===== src/rtl/sum_threshold_node.sv =====
// Sum/threshold node: integrates NUM_PSUM psum packets per timestep into a saturating membrane
// potential and emits one spike packet per timestep. Define SNN_LEAK_EN to enable the shift leak.
module sum_threshold_node #(
  parameter int unsigned WIDTH         = 35,
  parameter logic [3:0]  ST_ADDR       = 4'b0011,
  parameter logic [3:0]  OUT_ADDR      = 4'b1111,
  parameter int unsigned NUM_PSUM      = 3,
  parameter int unsigned NUM_TIMESTEPS = 10,
  parameter int unsigned MP_WIDTH      = 12,
  parameter int unsigned THRESHOLD     = 64,
  parameter int unsigned LEAK_SHIFT    = 2
) (
  input  logic                clk,
  input  logic                reset,
  input  logic [WIDTH-1:0]    in_data,
  input  logic                in_valid,
  output logic                in_ready,
  output logic [WIDTH-1:0]    out_data,
  output logic                out_valid,
  input  logic                out_ready,
  output logic [MP_WIDTH-1:0] mp_dbg
);

  localparam int unsigned AccW = 8 + $clog2(NUM_PSUM + 1);
  localparam int unsigned CntW = $clog2(NUM_PSUM + 1);
  localparam int unsigned SumW = ((MP_WIDTH > AccW) ? MP_WIDTH : AccW) + 1;

  localparam logic [MP_WIDTH-1:0] MpMax   = '1;
  localparam logic [MP_WIDTH-1:0] Thr     = MP_WIDTH'(THRESHOLD);
  localparam logic [CntW-1:0]     LastCnt = CntW'(NUM_PSUM - 1);
  localparam logic [7:0]          LastTs  = 8'(NUM_TIMESTEPS - 1);

  typedef enum logic [1:0] {StAccum, StInteg, StSend} state_e;

  state_e               state_q;
  logic                 in_ready_q;
  logic                 out_valid_q;
  logic [WIDTH-1:0]     out_data_q;
  logic [AccW-1:0]      acc_q;
  logic [CntW-1:0]      cnt_q;
  logic [7:0]           ts_q;
  logic [MP_WIDTH-1:0]  mp_q;

  logic [3:0]           pkt_dst;
  logic [7:0]           pkt_psum;
  logic [MP_WIDTH-1:0]  mp_base;
  logic [SumW-1:0]      mp_sum;
  logic [MP_WIDTH-1:0]  mp_sat;
  logic                 fire;
  logic [MP_WIDTH-1:0]  mp_next;
  logic [34:0]          spike_pkt;
  logic                 unused_bits;

  assign pkt_dst  = in_data[30:27];
  assign pkt_psum = in_data[7:0];

`ifdef SNN_LEAK_EN
  assign mp_base     = mp_q - (mp_q >> LEAK_SHIFT);
  assign unused_bits = ^{in_data[34:31], in_data[26:8]};
`else
  assign mp_base     = mp_q;
  assign unused_bits = ^{in_data[34:31], in_data[26:8], LEAK_SHIFT};
`endif

  // Integrate, clamp before the compare so the potential never wraps, then subtractive reset.
  always_comb begin
    mp_sum  = SumW'(mp_base) + SumW'(acc_q);
    mp_sat  = (mp_sum > SumW'(MpMax)) ? MpMax : mp_sum[MP_WIDTH-1:0];
    fire    = (mp_sat >= Thr);
    mp_next = fire ? (mp_sat - Thr) : mp_sat;
  end

  assign spike_pkt = {ST_ADDR, OUT_ADDR, 3'b010, ts_q, 15'b0, fire};

  always_ff @(posedge clk or posedge reset) begin
    if (reset) begin
      state_q     <= StAccum;
      in_ready_q  <= 1'b0;
      out_valid_q <= 1'b0;
      out_data_q  <= '0;
      acc_q       <= '0;
      cnt_q       <= '0;
      ts_q        <= '0;
      mp_q        <= '0;
    end else begin
      unique case (state_q)
        StAccum: begin
          in_ready_q <= 1'b1;
          // Packets for other nodes are consumed by the handshake but leave no trace.
          if (in_valid && in_ready_q && (pkt_dst == ST_ADDR)) begin
            acc_q <= acc_q + AccW'(pkt_psum);
            if (cnt_q == LastCnt) begin
              cnt_q      <= '0;
              in_ready_q <= 1'b0;
              state_q    <= StInteg;
            end else begin
              cnt_q <= cnt_q + CntW'(1);
            end
          end
        end
        StInteg: begin
          mp_q        <= mp_next;
          acc_q       <= '0;
          out_data_q  <= WIDTH'(spike_pkt);
          out_valid_q <= 1'b1;
          state_q     <= StSend;
        end
        StSend: begin
          if (out_ready) begin
            out_valid_q <= 1'b0;
            in_ready_q  <= 1'b1;
            state_q     <= StAccum;
            if (ts_q == LastTs) begin
              ts_q <= '0;
              mp_q <= '0;
            end else begin
              ts_q <= ts_q + 8'd1;
            end
          end
        end
        default: begin
          state_q    <= StAccum;
          in_ready_q <= 1'b0;
        end
      endcase
    end
  end

  assign in_ready  = in_ready_q;
  assign out_valid = out_valid_q;
  assign out_data  = out_data_q;
  assign mp_dbg    = mp_q;

endmodule

===== config.mk =====
export PLATFORM = sky130hd
export DESIGN_NAME = sum_threshold_node
export DESIGN_NICKNAME = d
export VERILOG_FILES = /design/src/rtl/sum_threshold_node.sv
export SDC_FILE = /design/constraint.sdc
export NUM_CORES = 1
export LEC_CHECK = 0
export CORE_MARGIN = 5
export CORE_UTILIZATION = 25
export DETAILED_ROUTE_END_ITERATION = 8
export GPL_TIMING_DRIVEN = 0
export PLACE_DENSITY = 0.45
export SYNTH_ARGS = -nofsm -noshare
export SYNTH_HDL_FRONTEND = slang
export SYNTH_SLANG_ARGS = --single-unit

===== constraint.sdc =====
create_clock -name clk -period 7.48 [get_ports clk]
set_clock_uncertainty 0.2 [all_clocks]
set_input_delay 0.748 -clock clk [delete_from_list [all_inputs] [get_ports clk]]
set_output_delay 0.748 -clock clk [all_outputs]
set_load 0.005 [all_outputs]

## Word-level counts from Yosys, hierarchy flattened

Cells that the tools add are included.

| cells by class | value |
|---|---|
| add/sub/neg operators | 5 |
| $mul | 0 |
| div/mod/pow operators | 0 |
| $lt $le $gt $ge | 2 |
| equality and inequality tests | 9 |
| shift-type cells | 0 |
| mux-type cells | 19 |
| bitwise gates (word level) | 1 |
| reduce and logical (&&, ||, !) cells | 12 |

Operators by type and width:

| kind | number |
|---|---|
| 2-to-1 mux 12 bit | 4 |
| one-hot mux 12 bit (2 select lines) | 1 |
| one-hot mux 10 bit (2 select lines) | 1 |
| adder 12 x 10 -> 13 bit | 1 |
| greater-than comparator 13 x 12 -> 1 bit (second input constant) | 1 |
| greater-or-equal comparator 12 x 7 -> 1 bit (second input constant) | 1 |
| subtractor 12 x 7 -> 12 bit (second input constant) | 1 |
| adder 10 x 8 -> 10 bit | 1 |
| 2-to-1 mux 10 bit | 1 |
| AND reduction 2 bit | 5 |
| adder 8 x 1 -> 8 bit (second input constant) | 1 |
| equality test 8 x 4 -> 1 bit (second input constant) | 1 |
| 2-to-1 mux 2 bit | 4 |
| 2-to-1 mux 8 bit | 1 |
| != test 2 bit (second input constant) | 4 |
| one-hot mux 2 bit (3 select lines) | 1 |
| AND reduction 3 bit | 2 |
| equality test 2 bit (second input constant) | 2 |
| equality test 4 x 2 -> 1 bit (second input constant) | 1 |
| 2-to-1 mux 1 bit | 4 |
| nonzero test 2 bit | 2 |
| one-hot mux 1 bit (3 select lines) | 1 |
| adder 2 x 1 -> 2 bit (second input constant) | 1 |
| equality test 2 x 1 -> 1 bit (second input constant) | 1 |
| other kinds (4) | 5 |

| word-level totals | value |
|---|---|
| register bits | 46 |
| bits in latches | 0 |
| memory bits (writable) | 0 |
| ROM bits | 0 |
| input port bits | 39 |
| output and inout bits | 49 |
| word-level logic and storage cells | 56 |
| memories | 0 |

## Depth between registers and ports, before layout

Gate-level depths: netlist of the first run.

| depth | value |
|---|---|
| depth in word-level cells | 6 |
| mapped depth | 11 |
| depth with buffers taken out | 11 |

## Worst setup path after synthesis of the first run

No wires, ideal clock.

| timing | value |
|---|---|
| path kind | input-to-reg |
| from | in in_data[0] |
| to | reg acc_q[8] |
| setup time | 0.067 ns |
| arrival time | 2.570 ns |
| slack | 4.642 ns |
| cell stages on the path | 10 |
| buffers on the path | 0 |
| cells stage by stage | ha_1 -> fa_1 -> a21o_1 -> a21oi_1 -> nor2b_1 -> o21ai_0 -> a21oi_1 -> o21ai_0 -> mux2i_1 -> o2111a_1 |

| on the way | value |
|---|---|
| cells in the longest elaborated chain, start to end | 3 |

Ends and longest elaborated chain:

| element | line | RTL |
|---|---|---|
| start: declaration | 15 | `input logic [WIDTH-1:0] in_data,` |
| adder 10 x 8 -> 10 bit | 91 | `acc_q <= acc_q + AccW'(pkt_psum);` |
| 2-to-1 mux 10 bit | 90 | `if (in_valid && in_ready_q && (pkt_dst == ST_ADDR)) begin` |
| one-hot mux 10 bit (2 select lines) | 86 | `unique case (state_q)` |
| end signal: assignment | 91 |  |
| end: declaration | 39 | `logic [AccW-1:0] acc_q;` |

No other way between the ends. The select of a mux whose other input is x is not followed.
A chain may end at the register's enable or synchronous reset.

## Worst setup path after layout of the first run

Ends and elaborated chain as after synthesis.

==> results of run 1 <==
==> metal layers <==
| layer | up-vias | global-route usage, % | wire [um] |
|---|---|---|---|
| li1 | 1313 | - | - |
| met1 | 1209 | 15.01 | 3792 |
| met2 | 64 | 17.19 | 3403 |
| met3 | 8 | 1.911 | 352 |
| met4 | 0 | 2.479 | 107 |
| met5 | - | 0 | 0 |
==> power groups by stage <==
stage                     clock [uW]  combinational (uW)  sequential (uW)
after floorplan                    0                 494              323
after global placement             0                 638              337
after detailed placement           0                 637              337
after CTS                        303                 642              332
after global routing             316                 722              338
final                            296                 641              330
==> worst register-to-register path, stage by stage, from the launching register on <==
cell,delay (ps)
dfrtp_1,410
ha_1,230
inv_1,70
fa_1,410
nor2b_2,170
o2111ai_2,170
a21boi_2,320
nor3_1,100
o21ai_1,260
nor4b_4,280
mux2i_1,210
o2111a_1,180
==> through the flow <==
stage	area, sq um	total power [uW]	instances
floorplan	3152	817.2	361
global placement	3812	974.3	574
detailed placement	3832	974.4	575
CTS	4031	1278	583
global route	4031	1376	583
finish	4031	1268	583
==> registers in the layout (all words and copies together), names as in the netlist <==
name / flops
cnt_q: 2
acc_q: 10
in_ready: 1
mp_dbg: 12
out_valid: 1
ts_q: 8
state_q: 2
out_data: 10
==> cell usage after synthesis (all sizes together) (4+ instances only) <==
master / count / share of area, %
xnor2: 14 / 4.2
o21ai: 28 / 4.7
ha: 20 / 8.1
nor3: 8 / 1.3
a21oi: 23 / 4.0
a21o: 6 / 1.5
nand2: 47 / 5.7
buf: 25 / 6.1
and3: 5 / 1.0
nor2: 12 / 1.5
nand3: 21 / 3.4
dfrtp: 46 / 37
inv: 12 / 1.5
and2: 4 / 0.85
nand2b: 4 / 0.81
nor2b: 4 / 0.89
clkbuf: 11 / 1.3
==> cell families (layout without fill, tap and decap cells) <==
group,count (synthesis),count (layout),share of synthesized area [%]
AO/OA/AOI/OAI,84,84,18.01
XOR/XNOR,17,17,5.071
adder cells (fa/ha/maj),22,22,9.412
buffers and inverters,48,102,8.884
flip-flops,46,46,37.32
multiplexers,4,4,1.339
other,1,19,0.1216
AND/OR/NAND/NOR,121,121,19.84
==> path summary, 6_finish.rpt <==
| path | startpoint | endpoint | slack [ps] | cells after the start |
|---|---|---|---|---|
| min | out_data[19]$_DFFE_PP0P_ | out_data[19]$_DFFE_PP0P_ | 280 | 2 |
| min reg2reg | out_data[19]$_DFFE_PP0P_ | out_data[19]$_DFFE_PP0P_ | 280 | 2 |
| max | in_data[0] | acc_q[8]$_DFFE_PP0P_ | 4220 | 11 |
| min in group asynchronous | reset | out_data[22]$_DFFE_PP0P_ | 600 | 2 |
| max reg2reg | mp_dbg[0]$_DFFE_PP0P_ | mp_dbg[10]$_DFFE_PP0P_ | 4400 | 11 |
| max in group asynchronous | reset | out_data[17]$_DFFE_PP0P_ | 5990 | 3 |
==> layout make-up <==
class                      count  area share (%)
inverter                      12           1.117
timing repair buffer          46           11.67
buffer                        36           5.680
clock inverter                 2           1.490
tap                          168           5.214
sequential                    46           28.55
clock buffer                   6           3.445
multi-input combinational    267           42.83
==> results.json, run 1 <==
{
  "final_nets": 475,
  "fin_crit_sh_pct": 43.55,
  "clk_pin_slew_ps": 70,
  "ant_nets": 0,
  "p_seq_share_pct": 26.1,
  "holdBufCountCts": 0,
  "detail_route.vias_per_cell": 4.449,
  "ys_seq_area_share_pct": 37.32,
  "die_y_um": 121.1,
  "synth.cell_area_sq_um": 3084,
  "cpLargestDelayFamily": "compound AO/OA/AOI/OAI gates",
  "end_kind": "flip-flop",
  "gp_congestion": 0.8104,
  "cts_repair_resize_count": 0,
  "synth_flop_cell": "dfrtp_1",
  "cts_sinks": 46,
  "cp.required_ps": 7500,
  "final.setup.tns_ps": 0,
  "crit_type": "in2reg",
  "grt_first_pass_wirelength_um": 12780,
  "cts-htree-levels": 2,
  "p_leak_uw": 0.001820,
  "clkPwrFrac_pct": 23.4,
  "synth_cell_type_count": 57,
  "cap_violations": 0,
  "wl_per_cell_um": 13.13,
  "final_common_cell": "nand2_1",
  "post-route-util_pct": 33.42,
  "syn_to_final_growth_pct": 30.71,
  "diodes": 0,
  "clockRootBuffer": "clkbuf_16",
  "max_freq_mhz": 307.0,
  "power_frac_comb_pct": 50.6,
  "numCtsBuffers": 5,
  "synth_cells": 343,
  "ff_latch_area_sq_um": 1151,
  "tritoncts": "done",
  "crit_chain": "clkdlybuf4s50_1 -> ha_1 -> fa_1 -> a21o_1 -> a21oi_1 -> nor2b_1 -> o21ai_0 -> a21oi_1 -> o21ai_0 -> mux2i_1 -> o2111a_1",
  "fill_cells": 1261,
  "crit_slowest_cell": "clkdlybuf4s50_1",
  "antenna_found_initial": 0,
  "dieArea_sq_um": 14660,
  "slew_violations": 0,
  "vdd_drop_max_mv": 0.1123,
  "drt-initial-drc-count": 119,
  "path_max_fanout": 2,
  "numPortBuffers": 45,
  "postCtsSetupRepairBufs": 0,
  "max-clock-path-buffers": 2,
  "dp_slack_ps": 3932,
  "relSlewSlack_pct": 62.45,
  "cpPeakStageDelay_ps": 410,
  "setup_viol": 0,
  "gr-usage-all-layers_pct": 10.73,
  "power_switching_uw": 481.9,
  "num_rows": 40,
  "drc": 0,
  "multi_input_area_sq_um": 1727,
  "critPathBufInv": 1,
  "drive_above_1_share_pct": 11.81,
  "worstSkewPairLatency_ps": 280,
  "die_w_um": 121.1,
  "final_cell_mix": "nand2_1, dfrtp_1, clkdlybuf4s50_1",
  "totalWireLength_um": 7656,
  "ys_ff_latch": 46,
  "whs_ps": 276.3,
  "firstDrtPassIters": 4,
  "grt_max_degree": 28,
  "grt_pass1_vias": 2539,
  "syn_avg_cell_area_sq_um": 8.992,
  "core-area_sq_um": 12060,
  "start_kind": "primary input",
  "p_int_uw": 785.9,
  "tightest_slew_ps": 563.2,
  "synth_edf_count": 0,
  "post-route-min-period_ps": 3258,
  "synthArstFlopShare_pct": 100.0,
  "outcome": "finished clean",
  "start_util_pct": 25.57,
  "place_hpwl_um": 6031,
  "rsz0062_at_grt": "no",
  "arrival_ps": 3280,
  "finalHoldViolCount": 0,
  "p_per_area_nw_per_um2": 314.5,
  "design.portCount": 88,
  "vias": 2594,
  "hp-class": "reg2reg",
  "overflow": 0,
  "switching_share_pct": 38.01,
  "ys_warn_count": 0,
  "setup_slack_ps": 4222
}
(Power assumes the default switching activity.)
==> run 2, diff against run 1 <==
==> constraint.sdc (replaced) <==
create_clock -name clk -period 3.1 [get_ports clk]
set_clock_uncertainty 0.2 [all_clocks]
set_input_delay 0.31 -clock clk [delete_from_list [all_inputs] [get_ports clk]]
set_output_delay 0.31 -clock clk [all_outputs]
set_load 0.005 [all_outputs]
==> run 2 against run 1 <==
Routed wire length up 0.93%; worst setup slack worse by 4100 ps; cell count up 0.51%; critical path depth up 1; non-clock buffer count up 3; count of clock-buffer cells in the layout unchanged; sequential power up 140%; design area up 1.3%; die area unchanged; worst hold slack worse by 110 ps; critical path type is now reg2reg; largest power group unchanged; highest routed layer unchanged.
==> results.json, run 2 (synthesis gave the netlist of run 1 again) <==
{
  "outcome": "finished clean",
  "cap_violations": 0,
  "hp-class": "in2async",
  "crit_chain": "ha_2 -> inv_1 -> fa_2 -> nor2b_2 -> o2111ai_4 -> a31o_1 -> nand3_1 -> nand3b_1 -> buf_4 -> a2111oi_1 -> a21oi_1 -> o21ai_1",
  "drt-initial-drc-count": 126,
  "die_w_um": 121.1,
  "detail_route.vias_per_cell": 4.437,
  "power_frac_comb_pct": 51.9,
  "diodes": 0,
  "setup_viol": 0,
  "numPortBuffers": 45,
  "rrSetupSlack_ps": 170,
  "clkPwrFrac_pct": 22.8,
  "max_freq_mhz": 341.0,
  "max-clock-path-buffers": 2,
  "arrival_ps": 2940,
  "vias": 2600,
  "clockRootBuffer": "clkbuf_16",
  "final.setup.tns_ps": 0,
  "overflow": 0,
  "totalWireLength_um": 7727,
  "critPathBufInv": 2,
  "cp.required_ps": 3100,
  "dieArea_sq_um": 14660,
  "final_nets": 478,
  "p_per_area_nw_per_um2": 769.3,
  "core-area_sq_um": 12060,
  "die_y_um": 121.1,
  "wl_per_cell_um": 13.19,
  "slew_violations": 0,
  "cts-htree-levels": 2,
  "gp_congestion": 0.8104,
  "p_total_uw": 3142,
  "post-route-min-period_ps": 2932,
  "gr-usage-all-layers_pct": 10.73,
  "r2r_cells": 12,
  "drive_above_1_share_pct": 13.40,
  "path_max_fanout": 3,
  "tritoncts": "done",
  "clk_pin_slew_ps": 70,
  "cpPeakStageDelay_ps": 390,
  "end_kind": "flip-flop",
  "p_leak_uw": 0.001835,
  "start_util_pct": 25.57,
  "ff_latch_area_sq_um": 1151,
  "design.portCount": 88,
  "tightest_slew_ps": 575.5,
  "fill_cells": 1257,
  "crit_slowest_cell": "dfrtp_1",
  "power_switching_uw": 1194,
  "grt_first_pass_wirelength_um": 12780,
  "num_rows": 40,
  "switching_share_pct": 38.00,
  "grt_pass1_vias": 2539,
  "finalHoldViolCount": 0,
  "numCtsBuffers": 5,
  "r2r_start": "acc_q[0]$_DFFE_PP0P_",
  "syn_to_final_growth_pct": 32.41,
  "post-route-util_pct": 33.86,
  "cpLargestDelayFamily": "compound AO/OA/AOI/OAI gates",
  "drc": 0,
  "final_cell_mix": "nand2_1, dfrtp_1, clkdlybuf4s50_1",
  "crit_type": "reg2reg",
  "p_seq_share_pct": 25.3,
  "firstDrtPassIters": 4,
  "final_common_cell": "nand2_1",
  "place_hpwl_um": 6031,
  "multi_input_area_sq_um": 1757,
  "cts_sinks": 46,
  "worstSkewPairLatency_ps": 290,
  "r2r_end": "mp_dbg[9]$_DFFE_PP0P_",
  "antenna_found_initial": 0,
  "p_int_uw": 1948,
  "holdBufCountCts": 0,
  "vdd_drop_max_mv": 0.2655,
  "grt_max_degree": 28,
  "start_kind": "flip-flop",
  "fin_crit_sh_pct": 94.59,
  "largest_reg_flops": 12,
  "ant_nets": 0,
  "relSlewSlack_pct": 61.64
}
==> run 2: power by group through the flow <==
stage          Combinational (uW)  Sequential, uW  Clock, uW
6_report                     1630             796        717
4_1_cts                      1550             802        732
2_1_floorplan                1190             779          0
3_5_place_dp                 1540             814          0
5_1_grt                      1830             814        762
3_3_place_gp                 1540             812          0
==> run 2: area by class of cell <==
class	count	area share [%]
plain buffers	36	5.607
clock buffers	6	3.401
clock inverters	2	1.471
inverters	12	1.103
multi-input cells	267	43.01
flip-flops and latches	46	28.19
well taps	168	5.147
repair buffers	49	12.07
==> run 2: worst register-to-register path, cell delays in order (launching register included) <==
cell and delay [ps]:
dfrtp_1 390, ha_2 220, inv_1 60, fa_2 360
nor2b_2 210, o2111ai_4 160, a31o_1 230, nand3_1 90
nand3b_1 180, buf_4 200, a2111oi_1 320, a21oi_1 80
o21ai_1 160
==> run 2: what timing repair did <==
item	in CTS	in global routing
buffers inserted	0	3
setup endpoints to repair	0	6
gates resized for setup	0	7
==> run 2: how the worst max path moves through the flow <==
stage | startpoint | to | slack, ps | depth (start not counted)
finish | acc_q[0]$_DFFE_PP0P_ | mp_dbg[9]$_DFFE_PP0P_ | 170 | 12
global route | acc_q[0]$_DFFE_PP0P_ | mp_dbg[10]$_DFFE_PP0P_ | -0.7 | 11
CTS | mp_dbg[0]$_DFFE_PP0P_ | mp_dbg[10]$_DFFE_PP0P_ | 50 | 11
detailed placement | in_data[0] | acc_q[8]$_DFFE_PP0P_ | -10 | 11
global placement | in_data[0] | acc_q[8]$_DFFE_PP0P_ | -0.6 | 11
floorplan | mp_dbg[0]$_DFFE_PP0P_ | mp_dbg[10]$_DFFE_PP0P_ | 340 | 11
==> run 2: routing by layer <==
metal | track usage [%] | share of wire [%] | wire, um
met5 | 0 | 0 | 0
met3 | 1.911 | 4.3 | 334
met1 | 15.01 | 49 | 3806
met2 | 17.19 | 45 | 3473
met4 | 2.479 | 1.5 | 113
==> run 2: through the flow <==
stage,hold slack (ps),cell area [sq um],setup WS (ps),cells
after floorplan,249.1,3152,343.8,361
after global placement,265.4,3812,-0.5818,574
after detailed placement,266.8,3832,-9.731,575
after CTS,190.3,4031,47.89,583
after global routing,221.5,4084,-0.7150,586
final,161.7,4084,167.7,586
